File: config.mk
export PLATFORM = sky130hd
export DESIGN_NAME = fp_mantissa_control
export DESIGN_NICKNAME = d
export VERILOG_FILES = /design/src/rtl/fp_mantissa_control.sv
export SDC_FILE = /design/constraint.sdc
export NUM_CORES = 1
export LEC_CHECK = 0
export CORE_MARGIN = 1
export CORE_UTILIZATION = 30
export CTS_BUF_LIST = sky130_fd_sc_hd__clkbuf_8
export DETAILED_ROUTE_END_ITERATION = 8
export SETUP_SLACK_MARGIN = 0.05
export SLEW_MARGIN = 20
export SYNTH_ARGS = -nofsm -noshare
export SYNTH_HDL_FRONTEND = slang
export SYNTH_SLANG_ARGS = --single-unit
File: constraint.sdc
create_clock -name clk -period 1.7 [get_ports clk]
set_input_delay 0.17 -clock clk [delete_from_list [all_inputs] [get_ports clk]]
set_output_delay 0.17 -clock clk [all_outputs]
set_load 0.03 [all_outputs]
File: src/rtl/fp_mantissa_control.sv
// Mantissa alignment and effective add/subtract stage of the single-precision adder.
// Aligns the smaller-exponent significand and produces an unnormalised 25-bit magnitude and sign.
module fp_mantissa_control (
   input  logic        clk,
   input  logic        rst,
   input  logic [7:0]  diff_exp,
   input  logic        sign_exp,
   input  logic [23:0] fraction_a,
   input  logic [23:0] fraction_b,
   input  logic        sign_a,
   input  logic        sign_b,
   input  logic        symbol,
   output logic [24:0] out,
   output logic        sign_out
);

   localparam int unsigned FRAC_W = 24;
   localparam int unsigned SUM_W  = FRAC_W + 1;

   logic [FRAC_W-1:0] shift_src;
   logic [FRAC_W-1:0] shifted;
   logic [SUM_W-1:0]  a_al;
   logic [SUM_W-1:0]  b_al;
   logic              sb_eff;
   logic [SUM_W-1:0]  out_d;
   logic [SUM_W-1:0]  out_q;
   logic              sign_out_d;
   logic              sign_out_q;

   // Right-shift the smaller-exponent significand; shifts of a full width or more clear it.
   always_comb begin
      shift_src = sign_exp ? fraction_a : fraction_b;
      shifted   = '0;
      if (diff_exp < 8'(FRAC_W)) begin
         shifted = shift_src >> diff_exp;
      end
      a_al = sign_exp ? {1'b0, shifted}    : {1'b0, fraction_a};
      b_al = sign_exp ? {1'b0, fraction_b} : {1'b0, shifted};
   end

   // Effective add or magnitude subtract; an exact cancellation yields +0.
   always_comb begin
      sb_eff     = sign_b ^ symbol;
      out_d      = '0;
      sign_out_d = 1'b0;
      if (sign_a == sb_eff) begin
         out_d      = a_al + b_al;
         sign_out_d = sign_a;
      end else if (a_al > b_al) begin
         out_d      = a_al - b_al;
         sign_out_d = sign_a;
      end else if (b_al > a_al) begin
         out_d      = b_al - a_al;
         sign_out_d = sb_eff;
      end
   end

   // Output register; cleared asynchronously by reset.
   always_ff @(posedge clk or posedge rst) begin
      if (rst) begin
         out_q      <= '0;
         sign_out_q <= 1'b0;
      end else begin
         out_q      <= out_d;
         sign_out_q <= sign_out_d;
      end
   end

   assign out      = out_q;
   assign sign_out = sign_out_q;

endmodule

==> results.toml, run 1 <==
[run_status]
status = "complete, but fails checks"
failed_checks = "negative setup slack"

[pwr]
power_mw = 6.44
power_density_mw_per_mm2 = 497
p_leak_nw = 5.92
ir_worst_vdd_v = 0.000276

[yosys]
synth_edf_count = 0
yosysSeqAreaShare_pct = 9.21
mappedNetlistNets = 1136
synth-main-ff-cell = "dfrtp_1"
synth_cell_types = 82
synth_cells = 1000
yosys_warnings = 0
avgSynthCellArea_um2 = 7.07
syn_area_mm2 = 0.00707
synthArstFlopShare_pct = 100
synth-seq-cells = 26

[die]
die_y_um = 155
die_w_um = 155
start_util_pct = 30.9
ioPinCount = 88
rows = 55
die_area_mm2 = 0.0242
core-area_mm2 = 0.0228

[drt]
detail_route.first_pass.iterations = 7
viasPerCell = 5.28
drt-total-wl_um = 30800
num_vias = 9456
ant_nets = 0
remaining_drc_errors = 0
drt-initial-drc-count = 712
wl_per_cell_um = 17.2

[final_layout]
finish.instance_area_mm2 = 0.0130
drive_gt1_share_pct = 48.1
final_util_pct = 56.7
antenna_cells = 0
final_cells = 1790
nFillCells = 2071
fin_nets = 1614
syn2layout_area_growth_pct = 83.3

[global_routing]
track_usage_pct = 24.7
antenna_found_initial = 0
grt_pass1_vias = 9152
grt_start_max_net_pins = 45
grt_pass1_wl_um = 47600
overflow = 0

[place]
io_buffers = 87
dp_hpwl_um = 23900
place_ws_ns = -3.67
gp_congestion = 0.935
placed_area_mm2 = 0.0111
placed_cells = 1703

[clock_tree]
cts_root_buffer = "clkbuf_8"
h-tree-depth = 1
holdBufCountCts = 0
clkSlewWorstSetupHoldPaths_ns = 0.08
cts_tree = "built"
cts_buffers = 3
cts.sinks = 26
ctsLongestPathBuffers = 2

[sta]
report.final.slew_viol_count = 0
rsz0062_at_grt = "yes"
layout_setup_ws_ns = -2.85
min_period_ns = 4.55
max_freq_ghz = 0.220
hold_ws_ns = 0.244
finalSetupTns_ns = -70.56
worstMarginPinSlew_ns = 0.584
timing.final.crit_share_pct = 268
max_slew_margin_pct = 61.1
setup_viol = 26
final_hold_viol_count = 0

[job]
drv_cap = 0

[critical_path]
end_kind = "register"
cpMostUsedCell = "buf_4"
path_max_fanout = 10
crit_family = "compound AO/OA/AOI/OAI gates"
worst_setup_path_start_kind = "input port"
cp_slowest_stage_delay_ns = 0.43
critPathBufInv = 8
required_ns = 1.86
path_class = "in -> reg"
cp_slowest_cell = "a2111oi_4"
crit_arrival_ns = 4.71

[worst_hold_path]
hp-class = "in -> async"
tightest hold or removal path, cell delays in order:
cell and delay, ns:
clkdlybuf4s50_1 0.40, inv_1 0.05, buf_4 0.30
Yosys cell counts (18+ instances only):
cell type	number	area, um2
inv_1	76	285
dfrtp_1	26	651
a31oi_1	20	125
nand2_1	91	342
o31ai_1	22	165
o21ai_0	53	265
ha_1	71	888
clkbuf_1	42	158
a211oi_1	21	158
mux2i_1	38	380
a21oi_1	90	450
nor3_1	18	90.1
nor2_1	110	413
mux2_2	37	417
timing repair:
action | 4_1_cts | 5_1_grt
pin swaps | 133 | 34
setup buffers | 65 | 16
gates cloned | 6 | 0
setup endpoints to repair | 26 | 26
hold endpoints to repair | 0 | 0
gates resized for setup | 296 | 45
layer usage:
layer	vias up	share of wire, %	routed length, um	global-route usage (%)
li1	4591	-	-	-
met1	4408	46	14300	35.0
met2	402	45	14000	40.9
met3	55	6.0	1860	1.11
met4	0	2.2	673	5.79
met5	-	0	0	0
path summary, 6_finish.rpt:
| check | start | to | slack, ns | cells after the start |
|---|---|---|---|---|
| max in group asynchronous | rst | out[23] | 1.21 | 3 |
| max | fraction_a[21] | out[16] | -2.85 | 28 |
| min | rst | out[2] | 0.24 | 3 |
| min in group clk | sign_exp | out[1] | 0.64 | 6 |
layout by cell type (no fill, tap or decap), types with 10 or more instances in the layout:
cell and count:
a211oi_2 12, nand2b_1 13, o21bai_1 13, o21ai_1 11, ha_4 13, buf_12 10, nor2_1 100, a21o_1 14
a21oi_1 63, ha_1 54, mux2_4 24, o21ai_0 34, o211ai_1 13, nand2_1 79, xnor2_1 15, buf_6 18
dlygate4sd2_1 35, dfrtp_1 26, nand3_1 10, nand2_2 12, clkdlybuf4s50_1 34, a21oi_2 22, buf_4 417, a31oi_1 12
o31ai_1 10, nor3_1 13, mux2_2 13, mux2i_1 28, o22ai_1 12, inv_1 71
layout make-up:
class                   instances  area, um2  share of cell area (%)
multi-input cells             832       7110                    54.9
repair buffers                537       4450                    34.4
flip-flops and latches         26        651                    5.02
well taps                     313        392                    3.02
inverters                      78        300                    2.32
clock buffers                   4       55.1                   0.425
logic make-up after synthesis:
group / count (synthesis) / synth area share (%)
compound gates: 356 / 34.6
xor+xnor: 20 / 2.48
fa+ha+maj: 74 / 13.4
buf+inv: 144 / 8.41
flops: 26 / 9.21
mux: 77 / 11.9
simple gates: 303 / 20.0
power by group:
group          internal [mW]  total (mW)  switching, mW
clock                  0.207       0.391          0.183
combinational           2.56        5.25           2.69
sequential             0.768       0.804         0.0354
registers in the layout, indices dropped and copies added, names as in the netlist:
signal / flops
out: 25
sign_out: 1
(Power assumes the default switching activity.)
==> run 2, diff against run 1 <==
- DONT_BUFFER_PORTS: default -> 1
- MAX_ROUTING_LAYER: default -> met4
- clock period: 1.7 -> 3.8 ns (I/O delays scaled with it)
==> results.toml, run 2 (synthesis gave the netlist of run 1 again) <==
[critical_path]
required_ns = 3.99
worst_setup_path_start_kind = "input port"
end_kind = "register"
path_max_fanout = 114
path_class = "in -> reg"
crit_arrival_ns = 4.69

[clock_tree]
cts.sinks = 26
cts_root_buffer = "clkbuf_8"
holdBufCountCts = 0
ctsLongestPathBuffers = 2
cts_buffers = 3
h-tree-depth = 1
cts_tree = "built"
clkSlewWorstSetupHoldPaths_ns = 0.09

[drt]
ant_nets = 0
viasPerCell = 5.36
wl_per_cell_um = 17.9
num_vias = 8503
detail_route.first_pass.iterations = 5
drt-total-wl_um = 28400
remaining_drc_errors = 0
drt-initial-drc-count = 698

[sta]
final_hold_viol_count = 0
finalSetupTns_ns = -15.17
hold_ws_ns = 0.0395
max_slew_margin_pct = 53.8
report.final.slew_viol_count = 0
rsz0062_at_grt = "yes"
layout_setup_ws_ns = -0.700
worstMarginPinSlew_ns = 0.690
max_freq_ghz = 0.222
timing.final.crit_share_pct = 118
min_period_ns = 4.50
setup_viol = 26

[final_layout]
largest_reg_flops = 25
nFillCells = 2297
regArea_um2 = 651
final_common_cell = "buf_4"
layout_common_cells = "317 x buf_4, 102 x nor2_1, 83 x nand2_1, 73 x inv_1, 66 x a21oi_1"
syn2layout_area_growth_pct = 54.0
final_util_pct = 47.6
fin_nets = 1410
final_cells = 1586
antenna_cells = 0
drive_gt1_share_pct = 44.1
multiInputGateArea_mm2 = 0.00687

[global_routing]
antenna_found_initial = 0
grt_pass1_vias = 7951
track_usage_pct = 23.5
overflow = 0
grt_start_max_net_pins = 115
grt_pass1_wl_um = 43900

[pwr]
power_density_mw_per_mm2 = 232
ir_worst_vdd_v = 0.000147
p_leak_nw = 4.84

[place]
gp_congestion = 0.940
io_buffers = 0
placed_cells = 1544
dp_hpwl_um = 23000

[worst_hold_path]
hp-class = "in -> async"

[run_status]
failed_checks = "negative setup slack"
status = "complete, but fails checks"

[die]
die_area_mm2 = 0.0242
rows = 55
die_y_um = 155
start_util_pct = 30.9
core-area_mm2 = 0.0228
die_w_um = 155
ioPinCount = 88

[job]
drv_cap = 0
-- run 2: cell count changes in the layout (fill, tap and decap cells not counted), sizes merged --
cell           delta
buf             -123
dlygate4sd2      -35
clkdlybuf4s50    -34
clkdlybuf4s15     -7
clkbuf            -5
bufinv            +1
clkinvlp          -1
dlymetal6s2s      -1
inv               +1
-- run 2: worst max-delay path, stage by stage --
cell	delay [ns]
mux2_4	0.34
o211ai_1	0.30
o21ai_2	0.14
a211oi_2	0.22
a211oi_1	0.07
a31oi_1	0.29
nor2_1	0.12
mux2_4	0.30
ha_4	0.32
inv_2	0.05
o211ai_1	0.08
buf_4	0.16
a21boi_4	0.06
nor4_4	0.32
a221oi_2	0.10
a211o_2	0.42
nor3_4	0.17
buf_6	0.22
nand2_8	0.09
o22a_1	0.22
a221oi_2	0.27
-- run 2: power by group --
group | internal (mW) | total [mW] | switching, mW | leakage (nW)
Sequential | 0.344 | 0.515 | 0.172 | 0.318
Clock | 0.141 | 0.228 | 0.0872 | 0.0357
Combinational | 0.871 | 1.78 | 0.906 | 4.48
Total | 1.36 | 2.52 | 1.17 | 4.84
-- run 2: stage by stage --
stage | instance area [um2] | worst slack (ns) | total power, mW
2_1_floorplan | 7360 | -0.932 | 1.42
3_3_place_gp | 9690 | -1.11 | 2.00
3_5_place_dp | 9690 | -1.21 | 2.01
4_1_cts | 10400 | -0.652 | 2.41
5_1_grt | 10900 | -0.897 | 2.68
6_report | 10900 | -0.700 | 2.52
-- run 2: final cells by class --
type	instances	area share, %
multi-input cells	832	63.1
repair buffers	333	23.9
flip-flops and latches	26	5.98
well taps	313	3.60
inverters	78	2.74
clock buffers	3	0.379
clock inverters	1	0.276
-- run 2: metal layers --
metal | track usage [%] | share of wire, % | wire, um | up-vias
li1 | - | - | - | 4177
met5 | - | 0 | 0 | -
met1 | 34.4 | 50 | 14100 | 4032
met4 | 5.65 | 1.9 | 548 | 0
met2 | 34.3 | 43 | 12200 | 260
met3 | 2.26 | 5.7 | 1630 | 34
-- run 2: timing repair --
| item | in CTS | in global routing |
|---|---|---|
| cloned | 2 | 0 |
| setup endpoints to repair | 26 | 26 |
| resized for setup | 119 | 75 |
| pin swaps | 58 | 51 |
| buffers inserted | 21 | 17 |
-- run 2: final timing paths --
kind                       startpoint  endpoint
max in group asynchronous         rst   out[11]
max                          sign_exp   out[15]
min in group clk               sign_a  sign_out
min                               rst    out[4]
